==> src/rtl/square_gen.sv <==
// Pulse-channel frequency register, period timer, duty sequencer and on/off gating.
// Optional length counter enabled by defining SQUARE_LENGTH_EN.
module square_gen #(
  parameter int PRESCALE_BITS = 2
) (
  input  logic        clk,
  input  logic        reset,
  input  logic        slow_clk_en,
  input  logic        cpu_en,
  input  logic        clk256_en,
  input  logic [1:0]  duty,
  input  logic        dac_en,
  input  logic        freq_lo_write,
  input  logic        freq_hi_write,
  input  logic [7:0]  wdata,
  input  logic        length_write,
  input  logic [10:0] sweep_new_freq,
  input  logic        do_freq_sweep,
  output logic [10:0] freq,
  output logic        init,
  output logic        ch_on,
  output logic        wave_out
);

  logic [10:0]              freq_reg, freq_next;
  logic                     init_reg;
  logic                     ch_on_reg, ch_on_next;
  logic                     wave_reg;
  logic [10:0]              timer_reg, timer_next;
  logic [PRESCALE_BITS-1:0] presc_reg, presc_next;
  logic [2:0]               step_reg, step_next;
  logic                     lo_wr, hi_wr, trigger, tick, len_expire;
  logic [7:0]               pattern;

  assign lo_wr   = cpu_en & freq_lo_write;
  assign hi_wr   = cpu_en & freq_hi_write;
  assign trigger = hi_wr & wdata[7];
  assign tick    = slow_clk_en & (&presc_reg);

  // Any CPU frequency byte write blocks the sweep update for the whole cycle.
  always_comb begin
    freq_next = freq_reg;
    if (lo_wr || hi_wr) begin
      if (lo_wr) freq_next[7:0]  = wdata;
      if (hi_wr) freq_next[10:8] = wdata[2:0];
    end else if (do_freq_sweep) begin
      freq_next = sweep_new_freq;
    end
  end

  // Trigger restarts the period from the new frequency and suppresses any tick.
  always_comb begin
    timer_next = timer_reg;
    presc_next = presc_reg;
    step_next  = step_reg;
    if (trigger) begin
      timer_next = 11'h7FF - freq_next;
      presc_next = '0;
    end else if (slow_clk_en) begin
      presc_next = presc_reg + 1'b1;
      if (tick) begin
        if (timer_reg == 11'd0) begin
          timer_next = 11'h7FF - freq_reg;
          step_next  = step_reg + 3'd1;
        end else begin
          timer_next = timer_reg - 11'd1;
        end
      end
    end
  end

  always_comb begin
    case (duty)
      2'b00:   pattern = 8'b0000_0001;
      2'b01:   pattern = 8'b1000_0001;
      2'b10:   pattern = 8'b1000_0111;
      default: pattern = 8'b0111_1110;
    endcase
  end

`ifdef SQUARE_LENGTH_EN
  logic [6:0] len_reg, len_next;
  logic       len_en_reg, len_en_next;

  always_comb begin
    len_next    = len_reg;
    len_expire  = 1'b0;
    len_en_next = hi_wr ? wdata[6] : len_en_reg;
    if (cpu_en && length_write) begin
      len_next = 7'd64 - {1'b0, wdata[5:0]};
    end else if (trigger) begin
      if (len_reg == 7'd0) len_next = 7'd64;
    end else if (slow_clk_en && clk256_en && len_en_reg && len_reg != 7'd0) begin
      len_next   = len_reg - 7'd1;
      len_expire = (len_reg == 7'd1);
    end
  end

  always_ff @(posedge clk or posedge reset) begin
    if (reset) begin
      len_reg    <= '0;
      len_en_reg <= 1'b0;
    end else begin
      len_reg    <= len_next;
      len_en_reg <= len_en_next;
    end
  end
`else
  logic unused_len;
  assign unused_len = ^{length_write, clk256_en, wdata[6]};
  assign len_expire = 1'b0;
`endif

  // dac_en low dominates everything, trigger dominates length expiry.
  always_comb begin
    ch_on_next = ch_on_reg;
    if (len_expire) ch_on_next = 1'b0;
    if (trigger)    ch_on_next = 1'b1;
    if (!dac_en)    ch_on_next = 1'b0;
  end

  always_ff @(posedge clk or posedge reset) begin
    if (reset) begin
      freq_reg  <= '0;
      init_reg  <= 1'b0;
      ch_on_reg <= 1'b0;
      wave_reg  <= 1'b0;
      timer_reg <= '0;
      presc_reg <= '0;
      step_reg  <= '0;
    end else begin
      freq_reg  <= freq_next;
      init_reg  <= trigger;
      ch_on_reg <= ch_on_next;
      wave_reg  <= pattern[step_reg] & ch_on_reg;
      timer_reg <= timer_next;
      presc_reg <= presc_next;
      step_reg  <= step_next;
    end
  end

  assign freq     = freq_reg;
  assign init     = init_reg;
  assign ch_on    = ch_on_reg;
  assign wave_out = wave_reg;

endmodule

==> config.mk <==
export PLATFORM = sky130hd
export DESIGN_NAME = square_gen
export DESIGN_NICKNAME = d
export VERILOG_FILES = /design/src/rtl/square_gen.sv
export SDC_FILE = /design/constraint.sdc
export NUM_CORES = 1
export LEC_CHECK = 0
export BUFFER_PORTS_ARGS = -buffer_cell sky130_fd_sc_hd__clkbuf_2
export CORE_ASPECT_RATIO = 0.8
export CORE_MARGIN = 2
export CORE_UTILIZATION = 30
export DETAILED_ROUTE_END_ITERATION = 10
export HOLD_SLACK_MARGIN = 0.1
export SLEW_MARGIN = 20
export SYNTH_ARGS = -nofsm -noshare
export SYNTH_HDL_FRONTEND = slang
export SYNTH_SLANG_ARGS = --single-unit
export TNS_END_PERCENT = 100
==> constraint.sdc <==
create_clock -name clk -period 1.8 [get_ports clk]
set_input_delay 0.09 -clock clk [delete_from_list [all_inputs] [get_ports clk]]
set_output_delay 0.09 -clock clk [all_outputs]
set_load 0.05 [all_outputs]
==> flow_metrics.tcl, run 1 <==
set metrics [dict create \
    vias 1874 \
    clk_pin_slew_ns 0.06 \
    crit_type "reg2reg" \
    failed_checks "setup timing" \
    synthesis.nets 246 \
    dieWidth_um 93.75 \
    crit_required_ns 1.96 \
    worstSetupEndpointType "register" \
    syn_avg_cell_area_um2 9.249 \
    nets 314 \
    yosysSeqAreaShare_pct 38.83 \
    setup_viol 1 \
    power_mw 2.959 \
    drtAntennaViolNets 0 \
    hp-class "in2reg" \
    skew_ns 0.005069 \
    place_inst 349 \
    startpoint_type "register" \
    grt_usage_pct 16.06 \
    irDropWorstVdd_v 0.0005506 \
    synth_most_common_cell "dfrtp_1" \
    routabilityCongestion 0.8822 \
    cts_tree "done" \
    synth_cell_type_count 52 \
    grt_pass1_wl_mm 8.638 \
    instances_no_fill 361 \
    p_seq_share_pct 34.6 \
    synth-seq-cells 30 \
    critical_path_arrival_ns 2.00 \
    worstPathBufferInverterCount 1 \
    ys_warn_count 0 \
    setup_tns_ns -0.04024 \
    wl_mm 5.480 \
    report.final.hold_viol_count 0 \
    yosys-top-cells-area "dfrtp_1 (39%), mux2i_1 (7.2%), o21ai_0 (4.1%)" \
    viasPerCell 5.191 \
    cts_buffers 5 \
    fin_crit_ns 1.840 \
    worst_slack_ns -0.04024 \
    critical-path-top-delay-family "simple AND/OR/NAND/NOR gates" \
    fin_util_pct 40.84 \
    ys_top_cells_by_count "dfrtp_1 (30), o21ai_0 (16), mux2i_1 (14), nor2_1 (14)" \
    syn-cell-area_um2 1933 \
    crit_fanout 3 \
    grt_pass1_vias 1667 \
    io_pins 45 \
    row_count 26 \
    die_y_um 75.80 \
    timing.fmax_mhz 543.4 \
    antenna_found_initial 0 \
    netSwitchingPower_mw 1.199 \
    rsz0062_at_grt "true" \
    cts_sinks 30 \
    hpwlAfterDp_mm 4.130 \
    area_delta_synth_final_pct 33.33 \
    gr-total-overflow 0 \
    cap_violations 0 \
    routedWlPerCell_um 15.18 \
    synth.largest_area_cell "dfrtp_1" \
    die_area_um2 7106 \
    io_buffer_count 42 \
    final_area_um2 2577 \
    cts_setup_buffers 0 \
    fillers 661 \
    yosys_most_used_dff "dfrtp_1" \
    n_antenna_cell 0 \
    coreArea_um2 6311 \
    dr.pass1.iters 4 \
    crit_chain "inv_2, ha_4, or4b_4, or3_4, a221oi_2, a21oi_1" \
    h-tree-depth 2 \
    clk_path_buf_depth 2 \
    p_sw_share_pct 40.51 \
    status "complete, but fails checks" \
    power_density_nw_per_um2 1148 \
    clk_latency_ns 0.28 \
    syn_inst 209 \
    p_comb_share_pct 48.0 \
    grt_start_max_net_pins 31 \
    power_frac_clock_pct 17.4 \
    synth_top_cell_area_share_pct 38.83 \
    drc 0 \
    cts-root-buf "clkbuf_8" \
    finalCritPeriodShare_pct 102.2 \
    place_ws_ns -0.06248 \
    initial_core_util_pct 30.63 \
    async_flop_share_pct 100.0 \
    drive_gt1_share_pct 31.77 \
    dpl-instance-area_um2 2427 \
    worst_path_max_delay_cell "or4b_4" \
    worst_slew_pin_slew_ns 0.3955 \
    final_max_slew_viol_count 0 \
    cp_slowest_stage_delay_ns 0.46 \
    drt_first_iter_violations 116 \
    slew_headroom_pct 73.63 \
    synth_edf_count 0 \
    p_leak_nw 1.193 \
    hold_slack_ns 0.1146 \
    intPower_mw 1.761 \
]
==> cell usage in the layout (no fill, tap or decap), drive strengths merged, types with 3 or more instances in the layout <==
cell,count
clkbuf,49
dfrtp,30
buf,24
o21ai,17
nor2,14
mux2i,14
nand2,9
inv,9
a22oi,8
a21oi,8
a31oi,6
nor3b,6
ha,6
or3,6
nand3,5
o22ai,5
dlygate4sd3,5
nor3,5
xor2,4
xnor2,3
nor4,3
o211ai,3
nor2b,3
==> cell type report <==
class	count	area, um^2	share of cell area [%]
clock buffer	7	76.32	2.961
inverter	9	33.78	1.311
multi-input combinational	160	1171	45.44
sequential	30	750.7	29.13
tap	84	105.1	4.078
timing repair buffer	71	440.4	17.09
==> worst reg2reg max path, cell delays in order, from the launching register on <==
cell and delay [ns]:
dfrtp_1 0.38, inv_2 0.09, ha_4 0.13, or4b_4 0.46, or3_4 0.34, a221oi_2 0.24, a21oi_1 0.07
==> power by group through the flow <==
stage | sequential, mW | clock, mW | combinational, mW
floorplan | 1.14 | 0 | 0.754
global placement | 1.02 | 0 | 1.36
detailed placement | 1.03 | 0 | 1.37
CTS | 1.02 | 0.531 | 1.40
global route | 1.05 | 0.563 | 1.57
finish | 1.02 | 0.514 | 1.42
==> per-layer routing <==
metal / track usage [%] / vias up / routed length [um]
met2: 23.10 / 47 / 2397
met1: 23.98 / 895 / 2750
met5: 0 / - / 0
met3: 3.066 / 7 / 261
li1: - / 925 / -
met4: 5.797 / 0 / 70
==> logic make-up (layout without fill, tap and decap cells) <==
group	Yosys count	after routing	synth area share (%)
adders and majority gates	7	7	4.401
DFF	30	30	38.83
muxes	16	16	8.414
buffers and inverters	19	87	3.883
AOI/OAI and AO/OA	65	65	22.65
xor gates and xnor gates	7	7	3.172
and+or+nand+nor	65	65	18.64
==> worst paths after layout <==
path | start | to | slack (ns) | cells after the start
worst min register to register | step_reg[2] | step_reg[2] | 0.52 | 1
worst max register to register | timer_reg[1] | timer_reg[8] | -0.04 | 6
max in group asynchronous | reset | freq[2] | 1.11 | 4
min in group asynchronous | reset | init | 0.40 | 4
worst max-delay path | timer_reg[1] | timer_reg[8] | -0.04 | 6
worst min-delay path | sweep_new_freq[5] | freq[5] | 0.11 | 3
==> timing repair <==
| action | in CTS | in global routing |
|---|---|---|
| hold endpoints to repair | 34 | 0 |
| gates cloned | 0 | 0 |
| pin swaps | 1 | 0 |
| hold buffers | 5 | 0 |
| setup endpoints to repair | 2 | 7 |
| gates resized for setup | 2 | 5 |
No activity file was read; power rests on OpenSTA's default activity.
==> run 2: changes to the inputs <==
--- a/config.mk
+++ b/config.mk
@@ -5,6 +5,7 @@
 export SDC_FILE = /design/constraint.sdc
 export NUM_CORES = 1
 export LEC_CHECK = 0
+export ABC_AREA = 1
 export BUFFER_PORTS_ARGS = -buffer_cell sky130_fd_sc_hd__clkbuf_2
 export CORE_ASPECT_RATIO = 0.8
 export CORE_MARGIN = 2
==> run 2 against run 1 <==
Against the previous run:
- synthesized cell count increased by 45%
- clock skew grew 0.0012 ns
- critical endpoint is now timer_reg[9]
- worst hold slack got worse by 0.0033 ns
- the run now ends clean
- largest power group unchanged
- critical path type unchanged
==> flow_metrics.tcl, run 2 <==
set metrics [dict create \
    setup_tns_ns 0 \
    report.final.hold_viol_count 0 \
    routabilityCongestion 0.8859 \
    worstPathBufferInverterCount 4 \
    slew_headroom_pct 60.42 \
    worst_path_max_delay_cell "dfrtp_1" \
    synth_cell_type_count 24 \
    synthesis.nets 340 \
    status "finished clean" \
    p_leak_nw 1.376 \
    final_max_slew_viol_count 0 \
    intPower_mw 1.586 \
    critical_path_arrival_ns 1.74 \
    path_common_cell "nand2_1" \
    yosys_most_used_dff "dfrtp_1" \
    dieWidth_um 94.88 \
    syn-cell-area_um2 1982 \
    irDropWorstVdd_v 0.0004980 \
    h-tree-depth 2 \
    yosys-top-cells-area "dfrtp_1 (38%), nand2_1 (19%), inv_1 (8.9%)" \
    finalCritPeriodShare_pct 87.33 \
    hold_buffers 5 \
    crit_start "timer_reg[1]" \
    crit_fanout 10 \
    timing.fmax_mhz 636.2 \
    grt_start_max_net_pins 31 \
    antenna_found_initial 0 \
    syn_inst 303 \
    gr-total-overflow 0 \
    grt_pass1_wl_mm 8.583 \
    setup_viol 0 \
    synth.largest_area_cell "dfrtp_1" \
    vias 2023 \
    drive_gt1_share_pct 17.13 \
    hold_start "wdata[7]" \
    power_density_nw_per_um2 1153 \
    worstSetupEndpointType "register" \
    yosysSeqAreaShare_pct 37.88 \
    p_comb_share_pct 43.4 \
    cts_sinks 30 \
    cp_slowest_stage_delay_ns 0.38 \
    ys_warn_count 0 \
    critical-path-top-delay-family "simple AND/OR/NAND/NOR gates" \
    ys_top_cells_by_count "nand2_1 (100), inv_1 (47), nand3_1 (31), nor2_1 (31), dfrtp_1 (30)" \
    syn_avg_cell_area_um2 6.541 \
    coreArea_um2 6376 \
    power_frac_clock_pct 19.9 \
    cts_setup_buffers 0 \
    dr.pass1.iters 4 \
    final_area_um2 2426 \
    synth_edf_count 0 \
    fin_crit_ns 1.572 \
    grt_usage_pct 14.86 \
    io_pins 45 \
    cap_violations 0 \
    crit_type "reg2reg" \
    initial_core_util_pct 31.08 \
    skew_ns 0.006225 \
    cts-root-buf "clkbuf_8" \
    dpl-instance-area_um2 2285 \
    final_cell_mix "nand2_1 (100), inv_1 (47), clkbuf_2 (42), nor2_1 (31), nand3_1 (31)" \
    synth_top_cell_area_share_pct 37.88 \
    io_buffer_count 42 \
    synth-seq-cells 30 \
    nets 392 \
    n_antenna_cell 0 \
    grt_pass1_vias 1821 \
    startpoint_type "register" \
    die_y_um 76.70 \
    drtAntennaViolNets 0 \
    crit_chain "inv_1, ha_1, inv_1, nor2_1, nand3_1, nor2_2, buf_4, nand2_1, nand2_1, inv_1, nand2_1, nand2_1" \
    die_area_um2 7277 \
    clk_latency_ns 0.28 \
    worst_slew_pin_slew_ns 0.5916 \
    clk_pin_slew_ns 0.06 \
    area_delta_synth_final_pct 22.41 \
    hpwlAfterDp_mm 3.871 \
    mostFrequentLayoutCell "nand2_1" \
    cts_buffers 5 \
    netSwitchingPower_mw 1.211 \
    routedWlPerCell_um 11.29 \
    viasPerCell 4.598 \
    wl_mm 4.966 \
    crit_required_ns 1.97 \
    cts_resized 0 \
    hp-class "in2reg" \
    cts_tree "done" \
    rsz0062_at_grt "false" \
    worst_r2r_startpoint "timer_reg[1]" \
    clk_path_buf_depth 2 \
    synth_most_common_cell "nand2_1" \
    p_seq_share_pct 36.7 \
    row_count 26 \
    async_flop_share_pct 100.0 \
    drt_first_iter_violations 107 \
    p_sw_share_pct 43.29 \
    drc 0 \
]
[run 2: changes by cell type after synthesis, sizes merged, moves of 4 or more]
cell / previous run / this run
nand2: 9 / 102
inv: 9 / 51
nand3: 5 / 31
nor2: 14 / 33
mux2i: 14 / 0
a22oi: 8 / 0
nand4: 2 / 8
nor3b: 6 / 0
or3: 6 / 0
a31oi: 6 / 1
o22ai: 5 / 0
clkbuf: 5 / 1
xor2: 4 / 0
[run 2: cell families (layout without fill, tap and decap cells)]
family / count (synthesis) / count (layout) / share of synthesized area (%)
AOI/OAI and AO/OA: 32 / 32 / 8.523
xor gates and xnor gates: 2 / 2 / 0.8840
buffers and inverters: 56 / 109 / 11.43
adders and majority gates: 6 / 6 / 3.788
DFF: 30 / 30 / 37.88
and+or+nand+nor: 177 / 177 / 37.50
[run 2: routing by layer]
layer | wire, um | up-vias | track usage [%] | share of wire (%)
li1 | - | 1057 | - | -
met1 | 2468 | 913 | 21.07 | 50
met2 | 2188 | 49 | 23.12 | 44
met3 | 275 | 4 | 2.849 | 5.5
met4 | 34 | 0 | 3.913 | 0.68
met5 | 0 | - | 0 | 0
[run 2: worst register-to-register path, delay by kind of cell (launching register included)]
family / cells / cell delay [ns]
buf+inv: 4 / 0.38
simple gates: 7 / 0.57
fa+ha+maj: 1 / 0.14
flops: 1 / 0.38
[run 2: final timing paths]
| check | to | slack (ns) | depth (start not counted) |
|---|---|---|---|
| worst max register to register | timer_reg[9] | 0.23 | 12 |
| worst min register to register | step_reg[2] | 0.47 | 2 |
| worst min-delay path | freq[7] | 0.11 | 3 |
| worst max-delay path | timer_reg[9] | 0.23 | 12 |
| max in group asynchronous | freq[2] | 1.08 | 4 |
| min in group asynchronous | freq[7] | 0.42 | 4 |
[run 2: cell type report]
type                    count  area [um^2]
well taps                  84        105.1
fillers                   702         3950
flip-flops and latches     30        750.7
clock buffers               7        86.33
clock inverters             1        5.005
multi-input cells         217         1005
inverters                  51        191.4
repair buffers             50        282.8
[run 2: per-stage QoR]
step,hold WS [ns],util (%),std cells,power (mW),worst slack [ns]
detailed placement,0.1825,35.83,427,2.247,0.2284
global placement,0.1693,35.83,427,2.224,0.2541
global route,0.1534,38.05,440,3.067,0.04322
finish,0.1114,38.05,440,2.798,0.2281
floorplan,0.1808,-,303,1.942,0.3794
CTS,0.1010,38.05,440,2.830,0.2177
[run 2: power groups by stage]
stage               clock network [mW]  logic (mW)  registers (mW)
floorplan                            0       0.827            1.11
global placement                     0        1.19            1.04
detailed placement                   0        1.21            1.04
CTS                              0.579        1.22            1.03
global route                     0.610        1.40            1.06
finish                           0.556        1.22            1.03
==> run 3: changes to the inputs <==
==> constraint.sdc (replaced) <==
create_clock -name clk -period 1.8 [get_ports clk]
set_input_delay 0.36 -clock clk [delete_from_list [all_inputs] [get_ports clk]]
set_output_delay 0.36 -clock clk [all_outputs]
set_load 0.05 [all_outputs]
==> run 3 against run 2 <==
Against the previous run:
- clock skew up 0.0027 ns
- maximum frequency is essentially flat
- critical path depth is the same
- largest cell class unchanged
- count of clock-buffer cells in the layout stayed put
- via count shrank 1.1%
- final cell count fell by 0.45%
- clock power increased by 20%
- worst hold slack improved by 0.020 ns
==> flow_metrics.tcl, run 3 (synthesized netlist as in run 2, its figures left out) <==
set metrics [dict create \
    worstSetupEndpointType "register" \
    antenna_found_initial 0 \
    drc 0 \
    drtAntennaViolNets 0 \
    final_max_slew_viol_count 0 \
    irDropWorstVdd_v 0.0004286 \
    hold_buffers 0 \
    crit_required_ns 1.96 \
    worst_r2r_startpoint "timer_reg[0]" \
    setup_viol 0 \
    grt_pass1_vias 1901 \
    grt_pass1_wl_mm 8.604 \
    crit_type "reg2reg" \
    area_delta_synth_final_pct 21.78 \
    die_y_um 76.70 \
    final_area_um2 2414 \
    finalCritPeriodShare_pct 87.28 \
    worst_slack_ns 0.2289 \
    p_seq_share_pct 35.1 \
    status "finished clean" \
    power_density_nw_per_um2 1210 \
    netSwitchingPower_mw 1.228 \
    skew_ns 0.008883 \
    wl_mm 5.026 \
    seqCellArea_um2 750.7 \
    io_buffer_count 42 \
    grt_usage_pct 14.75 \
    drive_gt1_share_pct 17.80 \
    routabilityCongestion 0.8740 \
    cts-root-buf "clkbuf_8" \
    n_antenna_cell 0 \
    r2r_cells 12 \
    cap_violations 0 \
    r2r_end "timer_reg[9]" \
    rsz0062_at_grt "false" \
    place_ws_ns 0.2243 \
    row_count 26 \
    p_comb_share_pct 42.1 \
    routedWlPerCell_um 11.47 \
    viasPerCell 4.568 \
    ff2ff_setup_slack_ns 0.23 \
    coreArea_um2 6376 \
    clk_path_buf_depth 2 \
    fin_util_pct 37.85 \
    clk_pin_slew_ns 0.07 \
    io_pins 45 \
    report.final.hold_viol_count 0 \
    grt_start_max_net_pins 31 \
    cts_buffers 5 \
    hpwlAfterDp_mm 3.962 \
    cts_tree "done" \
    crit_fanout 10 \
    multiInputGateArea_um2 1005 \
    dpl-instance-area_um2 2307 \
    initial_core_util_pct 31.08 \
    timing.fmax_mhz 636.5 \
    hp-class "in2async" \
    p_sw_share_pct 42.05 \
    fillers 730 \
    dr.pass1.iters 4 \
    cts_resized 0 \
    clk_latency_ns 0.28 \
    h-tree-depth 2 \
    nets 390 \
    p_leak_nw 1.374 \
    power_frac_clock_pct 22.8 \
    final_cell_mix "nand2_1 (100), inv_1 (47), clkbuf_2 (42), nor2_1 (31), nand3_1 (31)" \
    slew_headroom_pct 73.07 \
    cts_setup_buffers 0 \
    dieWidth_um 94.88 \
    vias 2001 \
    critical_path_arrival_ns 1.73 \
    setup_tns_ns 0 \
    startpoint_type "register" \
    cts_sinks 30 \
    worst_slew_pin_slew_ns 0.4039 \
    intPower_mw 1.692 \
    mostFrequentLayoutCell "nand2_1" \
    drt_first_iter_violations 85 \
    fin_crit_ns 1.571 \
    gr-total-overflow 0 \
    die_area_um2 7277 \
]
==> run 3: worst max path at each step <==
stage	startpoint	end	slack, ns	depth (start not counted)
after floorplan	timer_reg[0]	timer_reg[1]	0.38	10
after global placement	cpu_en	step_reg[2]	0.24	11
after detailed placement	cpu_en	step_reg[2]	0.22	11
after CTS	timer_reg[0]	timer_reg[9]	0.21	12
after global routing	timer_reg[0]	timer_reg[9]	0.07	12
final	timer_reg[0]	timer_reg[9]	0.23	12
==> run 3: metal layers <==
| metal | GRT usage (%) | routed length (um) |
|---|---|---|
| met1 | 20.35 | 2537 |
| met2 | 23.62 | 2223 |
| met3 | 2.849 | 222 |
| met4 | 3.913 | 42 |
| met5 | 0 | 0 |
==> run 3: worst max-delay path: stages (launching register included) <==
cell     delay [ns]
dfrtp_1        0.38
inv_1          0.11
ha_1           0.16
inv_1          0.05
nor2_1         0.07
nand3_1        0.09
nor2_2         0.15
buf_4          0.19
nand2_1        0.06
nand2_1        0.05
inv_1          0.04
nand2_1        0.05
nand2_1        0.05
==> run 3: layout make-up <==
class / count / share of cell area (%)
clock buffer: 7 / 3.162
clock inverter: 1 / 1.244
inverter: 51 / 7.932
multi-input combinational: 217 / 41.63
sequential: 30 / 31.10
tap: 84 / 4.355
timing repair buffer: 48 / 10.58
==> run 3: power groups by stage <==
stage / clock, mW / combinational [mW] / sequential (mW)
final: 0.665 / 1.23 / 1.02
after CTS: 0.679 / 1.23 / 1.02
after detailed placement: 0 / 1.23 / 1.04
after floorplan: 0 / 0.827 / 1.11
after global placement: 0 / 1.19 / 1.03
after global routing: 0.712 / 1.42 / 1.06
==> run 3: through the flow <==
| step | hold WS (ns) | total power, mW | instances |
|---|---|---|---|
| 5_1_grt | 0.1679 | 3.189 | 438 |
| 2_1_floorplan | 0.4412 | 1.942 | 303 |
| 4_1_cts | 0.1464 | 2.934 | 438 |
| 3_5_place_dp | 0.4534 | 2.262 | 430 |
| 6_report | 0.1312 | 2.920 | 438 |
| 3_3_place_gp | 0.4387 | 2.227 | 430 |
